===== src/rtl/pipeline_hazard_ctrl_pkg.sv =====
// Opcode/funct constants and jb_flag encodings shared by the MIPS control path.
// Also holds the operand-match helper used by hazard detection.
package pipeline_hazard_ctrl_pkg;

    localparam logic [5:0] OP_R     = 6'b000000;
    localparam logic [5:0] OP_J     = 6'b000010;
    localparam logic [5:0] OP_JAL   = 6'b000011;
    localparam logic [5:0] OP_BEQ   = 6'b000100;
    localparam logic [5:0] OP_BNE   = 6'b000101;

    localparam logic [5:0] FN_JR    = 6'b001000;
    localparam logic [5:0] FN_MFHI  = 6'b010000;
    localparam logic [5:0] FN_MFLO  = 6'b010010;
    localparam logic [5:0] FN_MULT  = 6'b011000;
    localparam logic [5:0] FN_MULTU = 6'b011001;
    localparam logic [5:0] FN_DIV   = 6'b011010;
    localparam logic [5:0] FN_DIVU  = 6'b011011;

    typedef enum logic [1:0] {
        JB_NONE   = 2'b00,
        JB_BRANCH = 2'b01,
        JB_JUMP   = 2'b10,
        JB_BOTH   = 2'b11
    } jb_flag_e;

    localparam int MD_CNT_W = 6;

    // r is read by the ID instruction; $zero never creates a dependency
    function automatic logic src_hit(input logic [4:0] r,
                                     input logic [4:0] rs,
                                     input logic [4:0] rt,
                                     input logic       invalid_rt);
        return (r != 5'd0) && ((r == rs) || (!invalid_rt && (r == rt)));
    endfunction

endpackage


===== src/rtl/pipeline_hazard_ctrl_md_scheduler.sv =====
// Occupancy tracker for the shared MULT/DIV unit: issue pulse, latency
// select and the down-counter that drives md_busy.
module md_scheduler
    import pipeline_hazard_ctrl_pkg::*;
#(
    parameter int MUL_LAT = 4,
    parameter int DIV_LAT = 32
) (
    input  logic       clk,
    input  logic       reset,
    input  logic       is_md,
    input  logic [5:0] id_funct,
    input  logic       stall,
    output logic       md_start,
    output logic       md_busy
);

    logic [MD_CNT_W-1:0] md_cnt_r;
    logic [MD_CNT_W-1:0] lat_s;

    // Latency select, issue pulse and busy flag (forced idle during reset)
    always_comb begin
        case (id_funct)
            FN_DIV, FN_DIVU:   lat_s = MD_CNT_W'(DIV_LAT);
            FN_MULT, FN_MULTU: lat_s = MD_CNT_W'(MUL_LAT);
            default:           lat_s = MD_CNT_W'(MUL_LAT);
        endcase
        md_start = !reset && !stall && is_md;
        md_busy  = !reset && (md_cnt_r != {MD_CNT_W{1'b0}});
    end

    // Occupancy counter; reset abandons any operation in flight
    always_ff @(posedge clk) begin
        if (reset) begin
            md_cnt_r <= {MD_CNT_W{1'b0}};
        end else if (md_start) begin
            md_cnt_r <= lat_s;
        end else if (md_cnt_r != {MD_CNT_W{1'b0}}) begin
            md_cnt_r <= md_cnt_r - MD_CNT_W'(1);
        end else begin
            md_cnt_r <= md_cnt_r;
        end
    end

endmodule


===== src/rtl/pipeline_hazard_ctrl.sv =====
// ID-stage stall/flush sequencer: load-use, branch-operand and MULT/DIV
// hazards, taken-branch/jump flush, and stall/flush performance counters.
module pipeline_hazard_ctrl
    import pipeline_hazard_ctrl_pkg::*;
#(
    parameter int MUL_LAT = 4,
    parameter int DIV_LAT = 32
) (
    input  logic        clk,
    input  logic        reset,
    input  logic [5:0]  id_op,
    input  logic [5:0]  id_funct,
    input  logic [4:0]  id_rs,
    input  logic [4:0]  id_rt,
    input  logic        id_invalid_rt,
    input  logic [1:0]  jb_flag,
    input  logic        ex_reg_write,
    input  logic        ex_mem_to_reg,
    input  logic [4:0]  ex_write_reg,
    input  logic        mem_mem_to_reg,
    input  logic [4:0]  mem_write_reg,
    output logic        pc_write,
    output logic        ifid_write,
    output logic        ifid_flush,
    output logic        ctl_mux,
    output logic        md_start,
    output logic        md_busy,
    output logic [31:0] stall_cnt,
    output logic [31:0] flush_cnt
);

    logic is_md_s, is_mdr_s, is_br_s, is_jr_s;
    logic ex_hit_s, mem_hit_s;
    logic load_use_s, br_haz_s, md_haz_s, stall_s;

    // Instruction decode and hazard detection
    always_comb begin
        is_md_s    = (id_op == OP_R) && (id_funct == FN_MULT || id_funct == FN_MULTU ||
                                         id_funct == FN_DIV  || id_funct == FN_DIVU);
        is_mdr_s   = (id_op == OP_R) && (id_funct == FN_MFHI || id_funct == FN_MFLO);
        is_br_s    = (id_op == OP_BEQ) || (id_op == OP_BNE);
        is_jr_s    = (id_op == OP_R) && (id_funct == FN_JR);
        ex_hit_s   = src_hit(ex_write_reg, id_rs, id_rt, id_invalid_rt);
        mem_hit_s  = src_hit(mem_write_reg, id_rs, id_rt, id_invalid_rt);
        load_use_s = ex_mem_to_reg && ex_hit_s;
        // ID resolves branches, so ALU results in EX and loads in MEM are too late
        br_haz_s   = (is_br_s || is_jr_s) &&
                     ((ex_reg_write && ex_hit_s) || (mem_mem_to_reg && mem_hit_s));
        md_haz_s   = md_busy && (is_md_s || is_mdr_s);
        stall_s    = load_use_s || br_haz_s || md_haz_s;
    end

    md_scheduler #(
        .MUL_LAT (MUL_LAT),
        .DIV_LAT (DIV_LAT)
    ) u_md_scheduler (
        .clk      (clk),
        .reset    (reset),
        .is_md    (is_md_s),
        .id_funct (id_funct),
        .stall    (stall_s),
        .md_start (md_start),
        .md_busy  (md_busy)
    );

    // Pipeline enables: reset holds a flushed bubble, stall beats flush
    always_comb begin
        if (reset) begin
            pc_write   = 1'b0;
            ifid_write = 1'b0;
            ctl_mux    = 1'b1;
            ifid_flush = 1'b1;
        end else if (stall_s) begin
            pc_write   = 1'b0;
            ifid_write = 1'b0;
            ctl_mux    = 1'b1;
            ifid_flush = 1'b0;
        end else begin
            pc_write   = 1'b1;
            ifid_write = 1'b1;
            ctl_mux    = 1'b0;
            ifid_flush = (jb_flag != JB_NONE);
        end
    end

    // Performance counters, wrapping modulo 2^32
    always_ff @(posedge clk) begin
        if (reset) begin
            stall_cnt <= 32'd0;
            flush_cnt <= 32'd0;
        end else begin
            stall_cnt <= stall_s    ? stall_cnt + 32'd1 : stall_cnt;
            flush_cnt <= ifid_flush ? flush_cnt + 32'd1 : flush_cnt;
        end
    end

endmodule


===== config.mk =====
export PLATFORM = sky130hd
export DESIGN_NAME = pipeline_hazard_ctrl
export DESIGN_NICKNAME = d
export VERILOG_FILES = /design/src/rtl/pipeline_hazard_ctrl_pkg.sv /design/src/rtl/pipeline_hazard_ctrl_md_scheduler.sv /design/src/rtl/pipeline_hazard_ctrl.sv
export SDC_FILE = /design/constraint.sdc
export NUM_CORES = 1
export LEC_CHECK = 0
export ABC_AREA = 1
export ABC_CLOCK_PERIOD_IN_PS = 2300
export CORE_MARGIN = 5
export CORE_UTILIZATION = 40
export DETAILED_ROUTE_END_ITERATION = 6
export GPL_ROUTABILITY_DRIVEN = 0
export PLACE_DENSITY = 0.62
export SLEW_MARGIN = 20
export SYNTH_ARGS = -nofsm -noshare
export SYNTH_HDL_FRONTEND = slang
export SYNTH_HIERARCHICAL = 1
export SYNTH_SLANG_ARGS = --single-unit

===== constraint.sdc =====
create_clock -name clk -period 2.3 [get_ports clk]
set_input_delay 0.345 -clock clk [delete_from_list [all_inputs] [get_ports clk]]
set_output_delay 0.345 -clock clk [all_outputs]
set_load 0.01 [all_outputs]

==> results of run 1 <==
logic make-up after synthesis:
| family | after synthesis | share of synthesized area [%] |
|---|---|---|
| compound gates | 54 | 6.04 |
| flops | 70 | 29.3 |
| fa+ha+maj | 4 | 1.05 |
| buf+inv | 135 | 12.5 |
| simple gates | 494 | 46.5 |
| xor+xnor | 25 | 4.57 |
worst max-delay path, stage by stage:
cell,delay [ns]
clkdlybuf4s50_1,0.43
nor2_1,0.13
nand3_2,0.11
inv_2,0.06
nand2_2,0.06
o21ai_4,0.21
nand2_8,0.08
buf_4,0.14
nand3_4,0.06
nand2_2,0.07
buf_2,0.14
flip-flops by register name, indices dropped and copies added (netlist names):
signal,count
flush_cnt,32
stall_cnt,32
u_md_scheduler/md_cnt_r,6
routing by layer:
layer  vias to the layer above  track usage, %  part of all wire (%)  wire length (um)
met2                       133            33.6                    49              6720
met3                        28            5.51                   5.0               691
met5                         -               0                     0                 0
met4                         0            6.51                   2.2               306
li1                       2717               -                     -                 -
met1                      2384            23.2                    44              6010
placed cells by master, fill, tap and decap left out, types with 2 or more instances in the layout:
master	n
nand2_1	226
nor2_1	119
inv_1	99
clkdlybuf4s50_1	84
dfxtp_1	70
nand4_1	43
nand3_1	39
a21oi_1	33
nor3_1	28
buf_4	27
dlygate4sd2_1	19
xor2_1	16
inv_2	12
xnor2_1	9
o21ai_1	9
clkbuf_16	9
nor3_2	7
nand2_2	6
o21ai_0	5
nor2_2	5
nor2_4	5
buf_2	5
nand3_2	4
nor4_1	3
ha_1	3
clkbuf_8	3
nand2_8	2
or2_2	2
inv_4	2
nand3_4	2
o21bai_1	2
clkinv_2	2
worst paths after layout:
check                   to  slack (ns)  depth (start not counted)
max reg2reg  stall_cnt[17]        0.25                         13
max             ifid_flush         0.1                         11
min          stall_cnt[31]        0.49                          2
min reg2reg  stall_cnt[31]        0.49                          2
through the flow:
stage / TNS, ns / total power [mW] / hold WS, ns / setup slack [ns] / instances
3_3_place_gp: -11.54 / 1.95 / 0.478 / -0.501 / 1045
3_5_place_dp: -12.57 / 1.96 / 0.483 / -0.500 / 1045
6_report: 0 / 3.26 / 0.489 / 0.0982 / 1060
2_1_floorplan: 0 / 1.69 / 0.483 / 0.285 / 782
4_1_cts: 0 / 3.30 / 0.491 / 0.0189 / 1061
5_1_grt: -0.00870 / 3.45 / 0.514 / -0.00687 / 1060
power breakdown:
group	switching, mW	internal (mW)
sequential	0.0393	1.26
combinational	0.334	0.297
clock	0.518	0.814
total	0.892	2.37
cell type report:
| cell class | instances | area (sq um) |
|---|---|---|
| Timing Repair Buffer | 136 | 1250 |
| Inverter | 114 | 433 |
| Multi-Input combinational cell | 577 | 2830 |
| Clock buffer | 13 | 270 |
| Tap cell | 147 | 184 |
| Sequential cell | 70 | 1400 |
| Fill cell | 1200 | 5470 |
| Clock inverter | 3 | 17.5 |
repair_timing:
action,4_1_cts,5_1_grt
resized for setup,45,15
endpoints found under the setup margin,5,5
cloned,0,0
pin swaps,8,5
==> impl_metrics.sql, run 1 <==
INSERT INTO impl_metrics (metric_group, metric, value, unit) VALUES
('run_status', 'run_status', 'complete, no violations', ''),
('route', 'wl_per_cell', '13.0', 'um'),
('flow_run', 'number_of_max_cap_violations', '0', ''),
('route', 'drtPass1Iterations', '6', ''),
('power', 'worst_ir_drop_vdd', '431', 'uV'),
('die', 'die_area', '0.0143', 'sq mm'),
('synthesis', 'synth_top_cell_area_share', '29.3', '%'),
('die', 'initial_core_util', '40.4', '%'),
('sta', 'final-setup-viol-count', '0', ''),
('placed_design', 'placedInstanceArea', '0.00611', 'sq mm'),
('placed_design', 'dp.final_hpwl', '10.5', 'mm'),
('sta', 'timing.clock.skew', '0.00803', 'ns'),
('synthesis', 'yosysMostFrequentCell', 'nand2_1', ''),
('synthesis', 'synthTopCellsByCount', 'nand2_1, nor2_1, inv_1', ''),
('global_route', 'global_route.overflow_total', '0', ''),
('global_route', 'grt_first_pass_wirelength', '23.2', 'mm'),
('die', 'die_height', '119', 'um'),
('global_route', 'grt_max_degree', '46', ''),
('final_layout', 'final_util', '53.9', '%'),
('route', 'route.detailed.drc', '0', ''),
('placed_design', 'port_buffers', '109', ''),
('global_route', 'global_route.usage.total', '19.5', '%'),
('worst_setup_path', 'cp-end-kind', 'output port', ''),
('worst_hold_path', 'min-delay-path-class', 'reg2reg', ''),
('power', 'p_leak', '2.77', 'nW'),
('clock_network', 'cts_htree_levels', '3', ''),
('worst_setup_path', 'critical_path_required', '1.96', 'ns'),
('synthesis', 'ys_dominant_reg_cell', 'dfxtp_1', ''),
('synthesis', 'post_synth_main_area_contributors', 'dfxtp_1, nand2_1, nor2_1, inv_1, nand4_1', ''),
('worst_setup_path', 'critPathArrivalTime', '1.86', 'ns'),
('global_route', 'grt_pass1_vias', '5132', ''),
('synthesis', 'syn-num-nets', '826', ''),
('die', 'fp.dieW', '119', 'um'),
('sta', 'min_period', '2.20', 'ns'),
('synthesis', 'postSynthCellCount', '782', ''),
('sta', 'slew-limit-headroom', '67.7', '%'),
('clock_network', 'cts_inserted_buffers', '9', ''),
('final_layout', 'diodes', '0', ''),
('route', 'post_drt_via_cell_ratio', '4.96', ''),
('synthesis', 'ys_seq_area_share', '29.3', '%'),
('synthesis', 'yosys.cell_types.count', '39', ''),
('clock_network', 'worst_skew_pair.late_latency', '0.34', 'ns'),
('clock_network', 'clk_pin_slew_worst_paths', '0.06', 'ns'),
('route', 'finalWirelength', '13.7', 'mm'),
('sta', 'timing_worst_slew_pin_value', '0.484', 'ns'),
('clock_network', 'cts_tree', 'yes', ''),
('sta', 'clock.fmax', '454', 'MHz'),
('worst_setup_path', 'worst_r2r_startpoint', 'u_md_scheduler/md_cnt_r[0]', ''),
('worst_setup_path', 'cp-start-kind', 'input pin', ''),
('worst_hold_path', 'holdCritStartpoint', 'stall_cnt[31]', ''),
('final_layout', 'syn2layout_area_growth', '33.4', '%'),
('global_route', 'grt_antenna_before_repair', '0', ''),
('synthesis', 'yosys_register_bits', '70', ''),
('die', 'rows', '40', ''),
('synthesis', 'yosysWarningCount', '6', ''),
('worst_setup_path', 'worstSetupStartpoint', 'id_op[2]', ''),
('synthesis', 'synth_edf_count', '0', ''),
('clock_network', 'clock_tree.root_cell', 'clkbuf_16', ''),
('sta', 'finalHoldViolCount', '0', ''),
('final_layout', 'final_nets', '952', ''),
('synthesis', 'synth_area', '0.00479', 'sq mm'),
('final_layout', 'post_route_cells_drive_above_1_share', '10.7', '%'),
('clock_network', 'post_cts.repair.setup_buffers', '0', ''),
('die', 'core_area', '0.0119', 'sq mm'),
('sta', 'layout_worst_path_cycle_share', '95.7', '%'),
('sta', 'timing_max_transition_violations_final', '0', ''),
('route', 'routed-via-count', '5262', ''),
('power', 'cellPowerDensity', '510', 'mW/mm^2'),
('final_layout', 'layout.cell_area.non_filler', '0.00639', 'sq mm'),
('clock_network', 'clock_sink_count', '70', ''),
('worst_setup_path', 'worst-path-max-fanout', '2', ''),
('synthesis', 'asyncSetResetFlopFracSynth', '0', '%'),
('route', 'initialDrtViolationCount', '360', ''),
('worst_setup_path', 'setup.worst_path.class', 'in2out', ''),
('die', 'num_io_pins', '110', ''),
('clock_network', 'cts_hold_buffers', '0', ''),
('synthesis', 'post-synth-top-area-cell', 'dfxtp_1', ''),
('route', 'remaining_antenna_violation_count', '0', ''),
('synthesis', 'synth.avg_cell_area', '6.12', 'sq um'),
('clock_network', 'cts-root-to-sink-buffers', '2', '');
No activity file was read; power rests on OpenSTA's default activity.
==> run 2: changes to the inputs <==
--- a/config.mk
+++ b/config.mk
@@ -9,6 +9,7 @@
 export ABC_CLOCK_PERIOD_IN_PS = 2300
 export CORE_MARGIN = 5
 export CORE_UTILIZATION = 40
+export CTS_BUF_LIST = sky130_fd_sc_hd__clkbuf_4 sky130_fd_sc_hd__clkbuf_8 sky130_fd_sc_hd__clkbuf_16
 export DETAILED_ROUTE_END_ITERATION = 6
 export GPL_ROUTABILITY_DRIVEN = 0
 export PLACE_DENSITY = 0.62
==> run 2 against run 1 <==
Count of clock-buffer cells in the layout stayed put. Total power is 0.41% higher. Global-route usage hardly changed. Final cell count stayed put. Register-to-register slack hardly changed. Hold slack hardly changed. Sequential cell count stayed put. Clock skew hardly changed. Final area hardly changed.
==> impl_metrics.sql, run 2 (synthesis results as in run 1) <==
INSERT INTO impl_metrics (metric_group, metric, value, unit) VALUES
('power', 'worst_ir_drop_vdd', '431', 'uV'),
('placed_design', 'dp.final_hpwl', '10.5', 'mm'),
('sta', 'clock.fmax', '454', 'MHz'),
('power', 'power_switching', '893', 'uW'),
('sta', 'timing_max_transition_violations_final', '0', ''),
('clock_network', 'cts_hold_buffers', '0', ''),
('worst_setup_path', 'setup.worst_path.class', 'in2out', ''),
('clock_network', 'clock_tree.root_cell', 'clkbuf_16', ''),
('worst_setup_path', 'critical_path_required', '1.96', 'ns'),
('sta', 'final-setup-viol-count', '0', ''),
('global_route', 'global_route.overflow_total', '0', ''),
('final_layout', 'reg_top3', 'flush_cnt (32), stall_cnt (32), u_md_scheduler/md_cnt_r (6)', ''),
('final_layout', 'most-common-layout-cells', 'nand2_1, nor2_1, inv_1, clkdlybuf4s50_1, dfxtp_1', ''),
('clock_network', 'clk_pin_slew_worst_paths', '0.06', 'ns'),
('final_layout', 'final_nets', '952', ''),
('route', 'wl_per_cell', '13.0', 'um'),
('clock_network', 'clock_sink_count', '70', ''),
('sta', 'hold-worst-slack', '0.489', 'ns'),
('route', 'route.detailed.drc', '0', ''),
('power', 'power.switching_fraction', '27.3', '%'),
('route', 'remaining_antenna_violation_count', '0', ''),
('worst_setup_path', 'critPathArrivalTime', '1.86', 'ns'),
('final_layout', 'post_route_cells_drive_above_1_share', '10.8', '%'),
('clock_network', 'cts-root-to-sink-buffers', '2', ''),
('final_layout', 'layoutNonFillerInstCount', '1060', ''),
('sta', 'finalHoldViolCount', '0', ''),
('worst_setup_path', 'worst-path-max-fanout', '2', ''),
('final_layout', 'syn2layout_area_growth', '33.5', '%'),
('global_route', 'grt_first_pass_wirelength', '23.2', 'mm'),
('power', 'share_comb_of_total_power', '19.3', '%'),
('clock_network', 'cts_tree', 'yes', ''),
('global_route', 'groute.layer.met3.usage', '5.51', '%'),
('power', 'internal_power_consumption', '2.38', 'mW'),
('global_route', 'grt.met1_usage', '23.3', '%'),
('power', 'share_seq_of_total_power', '39.6', '%'),
('die', 'core_area', '0.0119', 'sq mm'),
('route', 'drtPass1Iterations', '5', ''),
('sta', 'min_period', '2.20', 'ns'),
('final_layout', 'layout_filler_cell_count', '1199', ''),
('sta', 'slew-limit-headroom', '67.7', '%'),
('global_route', 'global_route.peak_usage_layer', 'met2', ''),
('die', 'num_io_pins', '110', ''),
('die', 'initial_core_util', '40.4', '%'),
('global_route', 'groute.layer.met2.usage', '33.6', '%'),
('run_status', 'run_status', 'complete, no violations', ''),
('worst_setup_path', 'cp-start-kind', 'input pin', ''),
('clock_network', 'cts_htree_levels', '3', ''),
('route', 'initialDrtViolationCount', '347', ''),
('final_layout', 'diodes', '0', ''),
('route', 'routed-via-count', '5270', ''),
('route', 'post_drt_via_cell_ratio', '4.97', ''),
('power', 'p_clk_share', '41.1', '%'),
('global_route', 'grt_max_degree', '46', ''),
('power', 'p_leak', '2.77', 'nW'),
('sta', 'timing.clock.skew', '0.00803', 'ns'),
('placed_design', 'port_buffers', '109', ''),
('die', 'die_height', '119', 'um'),
('worst_hold_path', 'min-delay-path-class', 'reg2reg', ''),
('die', 'fp.dieW', '119', 'um'),
('sta', 'timing_worst_slew_pin_value', '0.484', 'ns'),
('final_layout', 'layout_commonest_cell', 'nand2_1', ''),
('power', 'cellPowerDensity', '512', 'mW/mm^2'),
('global_route', 'grt_pass1_vias', '5136', ''),
('global_route', 'grt_antenna_before_repair', '0', ''),
('worst_setup_path', 'cp-end-kind', 'output port', ''),
('clock_network', 'worst_skew_pair.late_latency', '0.34', 'ns'),
('sta', 'layout_worst_path_cycle_share', '95.8', '%'),
('clock_network', 'cts_inserted_buffers', '9', ''),
('die', 'die_area', '0.0143', 'sq mm'),
('flow_run', 'number_of_max_cap_violations', '0', ''),
('route', 'finalWirelength', '13.7', 'mm'),
('global_route', 'global_route.usage.total', '19.5', '%'),
('die', 'rows', '40', ''),
('placed_design', 'placed_cells', '1045', '');
[run 2: cell counts in the layout (fill, tap and decap cells not counted)]
No cell type changed its count.
[run 2: final timing paths]
check             slack, ns  cells past startpoint                  startpoint       endpoint
hold / removal         0.49                      2               stall_cnt[31]  stall_cnt[31]
hold reg to reg        0.49                      2               stall_cnt[31]  stall_cnt[31]
setup / recovery        0.1                     11                    id_op[2]     ifid_flush
setup reg to reg       0.25                     13  u_md_scheduler/md_cnt_r[0]  stall_cnt[17]
[run 2: metal layers]
metal	up-vias	wire length [um]
met5	-	0
met3	28	694
li1	2719	-
met2	134	6720
met4	0	306
met1	2389	6020
[run 2: critical path, stage by stage]
cell             delay [ns]
clkdlybuf4s50_1        0.43
nor2_1                 0.13
nand3_2                0.11
inv_2                  0.06
nand2_2                0.06
o21ai_4                0.21
nand2_8                0.08
buf_4                  0.14
nand3_4                0.06
nand2_2                0.07
buf_2                  0.14
[run 2: layout make-up]
type,instances,area (sq um),share of cell area (%)
clock buffers,13,274,4.29
clock inverters,3,17.5,0.274
inverters,114,433,6.77
multi-input cells,577,2830,44.3
flip-flops and latches,70,1400,21.9
well taps,147,184,2.88
repair buffers,136,1250,19.5
[run 2: through the flow]
step / utilization, % / setup slack [ns] / TNS, ns / power [mW] / instance area [sq um]
finish: 53.9 / 0.0958 / 0 / 3.27 / 6390
global route: 53.9 / -0.00993 / -0.0118 / 3.46 / 6390
CTS: 53.5 / 0.0189 / 0 / 3.32 / 6350
detailed placement: 51.5 / -0.500 / -12.57 / 1.96 / 6110
global placement: 51.5 / -0.501 / -11.54 / 1.95 / 6110
floorplan: - / 0.285 / 0 / 1.69 / 4790
[run 2: power by group through the flow]
stage | sequential (mW) | combinational, mW | clock (mW)
CTS | 1.30 | 0.628 | 1.39
floorplan | 1.33 | 0.369 | 0
global placement | 1.32 | 0.625 | 0
global route | 1.30 | 0.709 | 1.45
finish | 1.30 | 0.631 | 1.35
detailed placement | 1.32 | 0.641 | 0
[run 2: repair_timing]
item                       in CTS  in global routing
gates resized for setup        45                 15
setup endpoints to repair       5                  5
pin swaps                       8                  5
buffers inserted                0                  0
==> run 3: changes to the inputs <==
--- a/config.mk
+++ b/config.mk
@@ -7,12 +7,15 @@
 export LEC_CHECK = 0
 export ABC_AREA = 1
 export ABC_CLOCK_PERIOD_IN_PS = 2300
+export CAP_MARGIN = 30
 export CORE_MARGIN = 5
 export CORE_UTILIZATION = 40
 export CTS_BUF_LIST = sky130_fd_sc_hd__clkbuf_4 sky130_fd_sc_hd__clkbuf_8 sky130_fd_sc_hd__clkbuf_16
 export DETAILED_ROUTE_END_ITERATION = 6
 export GPL_ROUTABILITY_DRIVEN = 0
+export HOLD_SLACK_MARGIN = 0.05
 export PLACE_DENSITY = 0.62
+export SKIP_CTS_REPAIR_TIMING = 1
 export SLEW_MARGIN = 20
 export SYNTH_ARGS = -nofsm -noshare
 export SYNTH_HDL_FRONTEND = slang
==> run 3 against run 2 <==
First-iteration DRC count rose by 8.4%. Via count rose by 0.13%. Wire length grew 1.3%. Final area rose by 1.5%. Largest cell class unchanged. Die area unchanged. Largest power group unchanged. Register-to-register slack better by 0.02 ns. Combinational power increased by 4.1%.
==> impl_metrics.sql, run 3 (synthesis results as in run 1) <==
INSERT INTO impl_metrics (metric_group, metric, value, unit) VALUES
('run_status', 'run_status', 'complete, no violations', ''),
('die', 'rows', '40', ''),
('die', 'initial_core_util', '40.4', '%'),
('final_layout', 'most-common-layout-cells', 'nand2_1, nor2_1, inv_1, clkdlybuf4s50_1, dfxtp_1', ''),
('worst_hold_path', 'min-delay-path-class', 'reg2reg', ''),
('clock_network', 'worst_skew_pair.late_latency', '0.34', 'ns'),
('worst_setup_path', 'worst-path-max-fanout', '2', ''),
('sta', 'finalHoldViolCount', '0', ''),
('route', 'route.detailed.drc', '0', ''),
('power', 'p_clk_share', '40.9', '%'),
('clock_network', 'clock_tree.root_cell', 'clkbuf_16', ''),
('sta', 'min_period', '2.19', 'ns'),
('power', 'internal_power_consumption', '2.40', 'mW'),
('clock_network', 'cts-root-to-sink-buffers', '2', ''),
('clock_network', 'clock_sink_count', '70', ''),
('final_layout', 'final_nets', '952', ''),
('route', 'remaining_antenna_violation_count', '0', ''),
('clock_network', 'cts_htree_levels', '3', ''),
('clock_network', 'cts_inserted_buffers', '9', ''),
('sta', 'timing_max_transition_violations_final', '0', ''),
('sta', 'slew-limit-headroom', '67.6', '%'),
('placed_design', 'placedInstanceArea', '0.00611', 'sq mm'),
('route', 'finalWirelength', '13.9', 'mm'),
('power', 'power_switching', '908', 'uW'),
('die', 'die_area', '0.0143', 'sq mm'),
('global_route', 'grt_antenna_before_repair', '0', ''),
('sta', 'layout_worst_path_cycle_share', '95.4', '%'),
('route', 'initialDrtViolationCount', '376', ''),
('sta', 'timing.clock.skew', '0.00938', 'ns'),
('global_route', 'global_route.overflow_total', '0', ''),
('global_route', 'grt_first_pass_wirelength', '23.2', 'mm'),
('worst_setup_path', 'cp-end-kind', 'output port', ''),
('power', 'share_seq_of_total_power', '39.2', '%'),
('global_route', 'grt_pass1_vias', '5121', ''),
('die', 'fp.dieW', '119', 'um'),
('power', 'share_comb_of_total_power', '19.9', '%'),
('worst_setup_path', 'cp-start-kind', 'input pin', ''),
('worst_setup_path', 'setup.worst_path.class', 'in2out', ''),
('clock_network', 'clk_pin_slew_worst_paths', '0.06', 'ns'),
('route', 'post_drt_via_cell_ratio', '4.98', ''),
('die', 'core_area', '0.0119', 'sq mm'),
('final_layout', 'layoutNonFillerInstCount', '1060', ''),
('route', 'routed-via-count', '5277', ''),
('flow_run', 'number_of_max_cap_violations', '0', ''),
('final_layout', 'reg_top3', 'flush_cnt (32), stall_cnt (32), u_md_scheduler/md_cnt_r (6)', ''),
('final_layout', 'layout_commonest_cell', 'nand2_1', ''),
('sta', 'clock.fmax', '456', 'MHz'),
('clock_network', 'cts_tree', 'yes', ''),
('power', 'cellPowerDensity', '509', 'mW/mm^2'),
('power', 'p_leak', '2.94', 'nW'),
('die', 'num_io_pins', '110', ''),
('sta', 'timing_worst_slew_pin_value', '0.486', 'ns'),
('route', 'wl_per_cell', '13.1', 'um'),
('placed_design', 'dp.final_hpwl', '10.5', 'mm'),
('power', 'worst_ir_drop_vdd', '438', 'uV'),
('final_layout', 'post_route_cells_drive_above_1_share', '10.7', '%'),
('final_layout', 'diodes', '0', ''),
('sta', 'final-setup-viol-count', '0', ''),
('power', 'power.switching_fraction', '27.5', '%'),
('route', 'drtPass1Iterations', '4', ''),
('placed_design', 'placed_cells', '1045', ''),
('final_layout', 'syn2layout_area_growth', '35.6', '%'),
('final_layout', 'layout.cell_area.non_filler', '0.00649', 'sq mm'),
('die', 'die_height', '119', 'um'),
('worst_setup_path', 'critPathArrivalTime', '1.85', 'ns'),
('power', 'power.total', '3.31', 'mW'),
('worst_setup_path', 'critical_path_required', '1.96', 'ns'),
('placed_design', 'port_buffers', '109', ''),
('global_route', 'grt_max_degree', '46', ''),
('global_route', 'global_route.usage.total', '19.5', '%');
run 3: path summary, 6_finish.rpt:
path                                            startpoint  slack (ns)  cells past startpoint       endpoint
worst min-delay path                         stall_cnt[31]        0.49                      2  stall_cnt[31]
worst max-delay path                              id_op[2]        0.11                     11     ifid_flush
worst max register to register  u_md_scheduler/md_cnt_r[0]        0.27                     13  stall_cnt[17]
worst min register to register               stall_cnt[31]        0.49                      2  stall_cnt[31]
run 3: cell type report:
type                    instances  area, sq um
multi-input cells             577         2850
inverters                     114          433
well taps                     147          184
flip-flops and latches         70         1400
clock buffers                  13          274
clock inverters                 3         17.5
fillers                      1177         5370
repair buffers                136         1330
run 3: per-stage QoR:
stage / setup WS [ns] / setup TNS (ns) / utilization, % / hold slack (ns)
final: 0.106 / 0 / 54.7 / 0.489
after global routing: -0.00532 / -0.00532 / 54.7 / 0.514
after CTS: -0.515 / -2.37 / 53.9 / 0.491
after detailed placement: -0.500 / -12.57 / 51.5 / 0.483
after global placement: -0.501 / -11.54 / 51.5 / 0.478
after floorplan: 0.285 / 0 / - / 0.483
run 3: worst max-delay path: stages:
cell,delay (ns)
clkdlybuf4s50_1,0.43
nor2_1,0.13
nand3_2,0.11
inv_2,0.06
nand2_2,0.06
o21ai_4,0.21
nand2_8,0.08
buf_4,0.14
nand3_4,0.06
nand2_2,0.07
clkbuf_2,0.13
run 3: power groups by stage:
stage               Clock, mW  Sequential (mW)  Combinational [mW]
floorplan                   0             1.33               0.369
global placement            0             1.32               0.625
detailed placement          0             1.32               0.641
CTS                      1.39             1.30               0.643
global route             1.45             1.30               0.738
finish                   1.35             1.30               0.657
run 3: per-layer routing:
layer / global-route usage (%) / part of all wire (%)
met4: 6.30 / 2.2
met3: 5.46 / 5.0
met5: 0 / 0
met1: 23.3 / 43
met2: 33.7 / 49
